## config.mk

```make
export PLATFORM = sky130hd
export DESIGN_NAME = branch_predictor
export DESIGN_NICKNAME = d
export VERILOG_FILES = /design/src/rtl/branch_predictor_pkg.sv /design/src/rtl/branch_predictor_pht_ram.sv /design/src/rtl/branch_predictor.sv
export SDC_FILE = /design/constraint.sdc
export NUM_CORES = 1
export LEC_CHECK = 0
export ABC_AREA = 1
export CAP_MARGIN = 25
export CELL_PAD_IN_SITES_DETAIL_PLACEMENT = 0
export CELL_PAD_IN_SITES_GLOBAL_PLACEMENT = 1
export CORE_MARGIN = 8
export CORE_UTILIZATION = 42
export CTS_CLUSTER_SIZE = 10
export DETAILED_ROUTE_END_ITERATION = 6
export PLACE_DENSITY = 0.73
export SYNTH_ARGS = -nofsm -noshare
export SYNTH_HDL_FRONTEND = slang
export SYNTH_HIERARCHICAL = 1
export SYNTH_SLANG_ARGS = --single-unit
export TNS_END_PERCENT = 50
```

## constraint.sdc

```tcl
create_clock -name clk -period 14.5 [get_ports clk]
set_input_delay 1.45 -clock clk [delete_from_list [all_inputs] [get_ports clk]]
set_output_delay 1.45 -clock clk [all_outputs]
set_load 0.05 [all_outputs]
```

## src/rtl/branch_predictor_pkg.sv

```systemverilog
// branch_predictor_pkg: shared types and default sizes for the gshare predictor
package branch_predictor_pkg;
  localparam int BP_IDX_BITS = 8;
  localparam int BP_GHR_BITS = 8;
  typedef struct packed {
    logic                   valid;
    logic                   pred;
    logic [BP_IDX_BITS-1:0] index;
  } state_word_t;
  typedef enum logic {BP_INIT, BP_RUN} bp_state_e;
endpackage

```

## src/rtl/branch_predictor_pht_ram.sv

```systemverilog
// pht_ram: 2-bit counter table, async fetch/train reads, one sync write, no reset
//   raddr_i/rdata_o   fetch-side read
//   taddr_i/tdata_o   training-side read of the entry about to be rewritten
//   we_i/waddr_i/wdata_i  single write port (init sweep or training)
module pht_ram #(
  parameter int IDX_BITS = 8
) (
  input  logic                clk,
  input  logic [IDX_BITS-1:0] raddr_i,
  output logic [1:0]          rdata_o,
  input  logic [IDX_BITS-1:0] taddr_i,
  output logic [1:0]          tdata_o,
  input  logic                we_i,
  input  logic [IDX_BITS-1:0] waddr_i,
  input  logic [1:0]          wdata_i
);
  logic [1:0] mem_q [2**IDX_BITS];
  assign rdata_o = mem_q[raddr_i];
  assign tdata_o = mem_q[taddr_i];
  always_ff @(posedge clk)
    if (we_i) mem_q[waddr_i] <= wdata_i;
endmodule

```

## src/rtl/branch_predictor.sv

```systemverilog
// branch_predictor: gshare direction predictor with post-reset PHT init sweep
//   fetch_pc/fetch_valid -> br_predicted, state_out (snapshot for IF/ID)
//   exmem_state/br_mem/update -> mispredicted, PHT/GHR training
//   ready, br_count, mispred_count: status
module branch_predictor
  import branch_predictor_pkg::*;
#(
  parameter int IDX_BITS = BP_IDX_BITS,
  parameter int GHR_BITS = BP_GHR_BITS
) (
  input  logic        clk,
  input  logic        rst,
  input  logic [31:0] fetch_pc,
  input  logic        fetch_valid,
  output logic        br_predicted,
  output state_word_t state_out,
  input  state_word_t exmem_state,
  input  logic        br_mem,
  input  logic        update,
  output logic        mispredicted,
  output logic        ready,
  output logic [31:0] br_count,
  output logic [31:0] mispred_count
);
  bp_state_e           state_q, state_d;
  logic [IDX_BITS-1:0] init_idx_q, init_idx_d;
  logic [GHR_BITS-1:0] ghr_q, ghr_d;
  logic [31:0]         br_count_q, br_count_d, mispred_count_q, mispred_count_d;
  logic [IDX_BITS-1:0] idx, waddr;
  logic [1:0]          fetch_ctr, train_ctr, ctr_nxt, wdata;
  logic                train, we;
  logic                unused_pc_bits;
  assign unused_pc_bits = ^{fetch_pc[31:IDX_BITS+2], fetch_pc[1:0]};
  assign idx           = fetch_pc[IDX_BITS+1:2] ^ IDX_BITS'(ghr_q);
  assign ready         = state_q == BP_RUN;
  assign br_predicted  = ready && fetch_ctr[1];
  assign state_out     = '{valid: fetch_valid, pred: br_predicted, index: idx};
  assign mispredicted  = exmem_state.valid && (exmem_state.pred != br_mem);
  assign br_count      = br_count_q;
  assign mispred_count = mispred_count_q;
  assign train         = ready && update;
  // training always rewrites the entry recorded at fetch, not a recomputed index
  assign ctr_nxt = br_mem ? (&train_ctr ? train_ctr : train_ctr + 2'd1)
                          : (|train_ctr ? train_ctr - 2'd1 : train_ctr);
  assign we    = rst && (!ready || train);
  assign waddr = ready ? exmem_state.index : init_idx_q;
  assign wdata = ready ? ctr_nxt : 2'b01;
  pht_ram #(.IDX_BITS(IDX_BITS)) u_pht (
    .clk     (clk),
    .raddr_i (idx),
    .rdata_o (fetch_ctr),
    .taddr_i (exmem_state.index),
    .tdata_o (train_ctr),
    .we_i    (we),
    .waddr_i (waddr),
    .wdata_i (wdata)
  );
  always_comb begin
    state_d         = state_q;
    init_idx_d      = init_idx_q;
    ghr_d           = ghr_q;
    br_count_d      = br_count_q;
    mispred_count_d = mispred_count_q;
    if (state_q == BP_INIT) begin
      init_idx_d = init_idx_q + 1'b1;
      state_d    = &init_idx_q ? BP_RUN : BP_INIT;
    end else if (train) begin
      ghr_d           = {ghr_q[GHR_BITS-2:0], br_mem};
      br_count_d      = br_count_q + 32'd1;
      mispred_count_d = mispred_count_q + {31'b0, mispredicted};
    end
  end
  always_ff @(posedge clk) begin
    if (!rst) begin
      state_q         <= BP_INIT;
      init_idx_q      <= '0;
      ghr_q           <= '0;
      br_count_q      <= '0;
      mispred_count_q <= '0;
    end else begin
      state_q         <= state_d;
      init_idx_q      <= init_idx_d;
      ghr_q           <= ghr_d;
      br_count_q      <= br_count_d;
      mispred_count_q <= mispred_count_d;
    end
  end
endmodule

```

== Yosys cells after proc, flatten, opt, wreduce, memory -nomap -nowiden ==
Memories as Yosys holds them, arrays and structs flattened.
Cells that the tools add are included.

* Output and inout port bits: 77
* Register bits after elaboration: 81
* Memories: 1
* Latch bits: 0
* Bits in read-only memories: 0
* Bits in writable memories: 512
* Logic and storage cells: 32

* Bitwise operators: 1
* $lt $le $gt $ge: 0
* Add/sub/neg operators: 5
* Eq/ne operators: 1
* Muxes and demuxes: 9
* Shifts and indexed selects: 0
* Reduce and logical (&&, ||, !) cells: 10
* Div/mod/pow operators: 0
* Multiply operators: 0

{| class="wikitable"
|+ Memories
! name !! words !! width !! rd ports !! clocked after memory_dff !! write ports !! RTL line !! text
|-
| u_pht.mem_q || 256 || 2 || 2 || 0 || 1 || branch_predictor_pht_ram.sv:17 || <nowiki>logic [1:0] mem_q [2**IDX_BITS];</nowiki>
|}

{| class="wikitable"
|+ Operators by type and width
! cell !! count
|-
| adder 32 x 1 -> 32 bit || 1
|-
| adder 32 x 1 -> 32 bit, second input constant || 1
|-
| adder 8 x 1 -> 8 bit, second input constant || 1
|-
| 2-to-1 mux 2 bit || 4
|-
| 2-to-1 mux 8 bit || 1
|-
| AND reduction 8 bit || 1
|-
| XOR 8 bit || 1
|-
| logical AND 1 bit || 4
|-
| 2-to-1 mux 1 bit || 4
|-
| AND reduction 2 bit || 2
|-
| adder 2 x 1 -> 2 bit, second input constant || 1
|-
| OR reduction 2 bit || 1
|-
| subtractor 2 x 1 -> 2 bit, second input constant || 1
|-
| logical NOT 1 bit || 1
|-
| logical OR 1 bit || 1
|-
| != test 1 bit || 1
|}

== Longest topological paths before layout ==
* Depth in word-level cells: 5
* Gate-level depth with buffers: 18
* Mapped depth without buffers: 14

== Cells and area by module ==
Netlist, hierarchy kept.

{| class="wikitable"
|+ Modules (own cells, without submodules)
! module !! cells an instance !! area each (sq um) !! times used
|-
| pht_ram || 3,208 || 27,423.8 || 1
|-
| branch_predictor || 668 || 4,414.2 || 1
|}

== Worst setup path before layout ==
Ideal clock, no wire load.

* Path type: input port to flip-flop
* Start point: in exmem_state[0] in the netlist's numbering
* End point: mem u_pht.mem_q[0][0] (data pin)
* Setup slack: -0.181 ns
* Required time: 12.313 ns
* Path buffers: 3
* Arrival: 12.494 ns
* Stages: 16
* Cells stage by stage: buf_6 > inv_6 > buf_8 > buf_6 > nand2_1 > nand3_1 > nand3_1 > nand3_1 > nand3_1 > nand2_1 > nand2_1 > nand3_1 > nand3_1 > nand2_1 > nor2_1 > o21ai_0

* Word-level cells in the longest chain between the ends: 5
* Elaborated cells on any way between the ends: 9
* Classes of those cells: 2 x add/sub; 4 x mux; 2 x reduce/logical; 1 x memory

{| class="wikitable"
|+ Ends and longest elaborated chain
! item !! RTL line !! text
|-
| from (decl) || branch_predictor.sv:17 || <nowiki>input state_word_t exmem_state,</nowiki>
|-
| memory read (256 x 2 bit) * || n/a ||
|-
| named net train_ctr[1] || branch_predictor.sv:30 || <nowiki>logic [1:0] fetch_ctr, train_ctr, ctr_nxt, wdata;</nowiki>
|-
| OR reduction 2 bit / AND reduction 2 bit (equally long branches) || branch_predictor.sv:44, branch_predictor.sv:43 ||
|-
| 2-to-1 mux 2 bit (on tied branches) || branch_predictor.sv:44, branch_predictor.sv:43 ||
|-
| 2-to-1 mux 2 bit * || branch_predictor.sv:43 || <nowiki>assign ctr_nxt = br_mem ? (&train_ctr ? train_ctr : train_ctr + 2'd1)</nowiki>
|-
| 2-to-1 mux 2 bit * || branch_predictor.sv:47 || <nowiki>assign wdata = ready ? ctr_nxt : 2'b01;</nowiki>
|-
| named net wdata[0] || branch_predictor.sv:30 ||
|-
| to (decl) || branch_predictor_pht_ram.sv:17 ||
|}

Mark *: on every way through the listed nets, which the timed path passes. The rest lies on a longest branch.

==> flow_metrics.py <==
metrics = {
    "final_layout": {
        "drive_above_1_share": 0.0532,
        "area_growth_pct": 10.4,
        "fillers": 6713,
        "diodes": 0,
        "nets": 3368,
    },
    "critical_path": {
        "crit_path_max_fanout": 66,
        "cp.required_ns": 13.05,
        "critical-path-top-delay-family": "buffers and inverters",
        "cpMostUsedCell": "nand3_1",
        "crit_arrival_ns": 6.11,
        "start_kind": "primary input",
        "worst-path-buf-inv": 5,
        "critical-path-slowest-cell": "buf_4",
        "endpoint_kind": "output port",
        "crit_chain": "clkdlybuf4s50_1 > xor2_4 > inv_6 > buf_4 > nand2_1 > nand3_1 > nand3_1 > nand3_1 > nand3_1 > nand2_1 > nand2_1 > nand3_1 > nand3_1 > nand2_1 > nand2_1 > inv_1 > clkdlybuf4s50_1",
        "crit_type": "in2out",
        "cpPeakStageDelay_ns": 0.84,
    },
    "grt": {
        "grt_max_degree": 111,
        "antenna_found_initial": 1,
        "grt_pass1_wl_microns": 142000,
        "overflow": 0,
        "grt_use_total": 0.235,
        "grt_pass1_vias": 23400,
    },
    "placement": {
        "place_hpwl_microns": 57000,
        "pre_cts_slack_ns": 7.03,
        "io_buffer_count": 97,
        "gp_congestion": 0.875,
    },
    "power": {
        "powerDensity_nw_per_um2": 114,
        "p_leak_nw": 11.7,
        "ir_drop_v": 0.0000611,
        "p_total_mw": 3.73,
    },
    "route": {
        "vias": 24000,
        "top_layer": "met5",
        "drc": 1,
        "wl_per_cell_microns": 22.2,
        "via_per_inst": 5.59,
        "firstDrtPassIters": 7,
        "wl_met2_microns": 46500,
        "met1_length_microns": 37400,
        "ant_nets": 0,
        "drt_wl_total_microns": 95200,
        "drtIter0Drc": 2340,
        "wl_met3_microns": 7320,
    },
    "cts": {
        "htreeDepth": 3,
        "clk_pin_slew_ns": 0.06,
        "clk_latency_ns": 0.62,
        "cts_made_buffers": 72,
        "postCtsHoldBufs": 0,
        "root_buffer": "clkbuf_16",
        "clockBufferDepth": 3,
        "cts_resized": 0,
        "cts_tree": "yes",
        "cts.sinks": 593,
        "cts_setup_buffers": 0,
    },
    "die": {
        "core-area_sq_um": 69900,
        "die_h_microns": 281,
        "die_area_sq_um": 79200,
        "die_w_microns": 281,
        "rows": 97,
        "ios": 124,
        "start_util": 0.423,
    },
    "sta": {
        "finalCritPeriodShare": 0.521,
        "drv_slew": 0,
        "rsz0062_at_grt": "false",
        "tightest_slew_ns": 1.01,
        "hold_viol": 0,
        "finalCriticalPeriod_ns": 7.56,
        "fmaxAchievable_ghz": 0.132,
        "tns_ns": 0,
        "fin_ws_ns": 6.94,
        "maxSlewHeadroom": 0.327,
        "finClkSkew_ns": 0.0301,
        "setup_viol": 0,
    },
    "synth": {
        "syn_inst": 3357,
        "avgSynthCellArea_sq_um": 8.81,
        "syn-num-nets": 3409,
        "synthesis.area_sq_um": 29600,
        "yosysWarnings": 6,
    },
    "hold_path": {
        "worstHoldPathType": "reg2reg",
    },
    "status": {
        "status": "finished with violations",
        "failed_checks": "DRC",
    },
    "run": {
        "maxCapViolCount": 0,
    },
}
[metal layers]
layer  global-route usage  vias up
li1                     -    11100
met5                    0        -
met4                0.103        2
met1                0.295    11500
met3               0.0379      255
met2                0.399     1072
[per-stage QoR]
stage               area (sq um)  hold slack (ns)  instances   util
CTS                        32600            0.478       4288  0.467
detailed placement         30600            0.469       4181  0.437
global placement           30500            0.466       4178  0.436
global route               32700            0.523       4289  0.467
finish                     32700            0.473       4289  0.467
floorplan                  29600            0.452       3357      -
[worst paths after layout]
path          startpoint                   to  slack [ns]  cells after the start
max          fetch_pc[2]         state_out[8]        6.94                     17
min          br_count[8]          br_count[8]        0.47                      2
max reg2reg        ready  u_pht/mem_q[237][1]       10.74                      4
min reg2reg  br_count[8]          br_count[8]        0.47                      2
[report_power, final]
group / leakage [nW] / internal (mW) / switching [mW]
Combinational: 5.41 / 0.0682 / 0.200
Clock: 1.01 / 0.951 / 0.685
Sequential: 5.33 / 1.83 / 0.000959
Total: 11.7 / 2.85 / 0.885
[registers in the layout, indices dropped and copies added, names as in the netlist]
signal	flops
br_count	32
ghr_q	8
init_idx_q	8
mispred_count	32
ready	1
u_pht/mem_q	512
[placed cells by master, fill, tap and decap left out, types with 2 or more instances in the layout]
cell             instances
nand2_1               1008
nand3_1                777
edfxtp_1               512
nor2_1                 423
inv_1                  123
clkdlybuf4s50_1         93
dfxtp_1                 81
clkbuf_16               73
buf_4                   52
o21ai_0                 41
a21oi_1                 32
clkbuf_1                19
nand4_1                 16
xor2_1                  13
inv_6                    6
clkinv_1                 5
nor3_1                   5
ha_1                     5
nor2_4                   4
nor2_2                   4
nor3b_1                  4
clkbuf_8                 4
xor2_4                   3
nor3_2                   3
nor2_8                   3
o21bai_1                 3
inv_2                    3
buf_16                   3
nand3b_1                 2
nor3b_2                  2
xnor2_1                  2
o21a_1                   2
a31oi_1                  2
nand3_4                  2
clkinv_8                 2
buf_2                    2
[cell type report]
| cell class | count | area [sq um] | area share |
|---|---|---|---|
| clock inverters | 12 | 133 | 0.00406 |
| repair buffers | 152 | 1440 | 0.0442 |
| well taps | 940 | 1180 | 0.0360 |
| inverters | 131 | 512 | 0.0157 |
| flip-flops and latches | 593 | 17000 | 0.521 |
| clock buffers | 95 | 1940 | 0.0594 |
| multi-input cells | 2366 | 10500 | 0.320 |
[worst register-to-register path, cell delays in order (launching register included)]
cell,delay [ns]
dfxtp_1,0.95
clkinv_1,0.60
nor3_2,0.48
buf_4,0.51
buf_4,0.80
(Power assumes the default switching activity.)
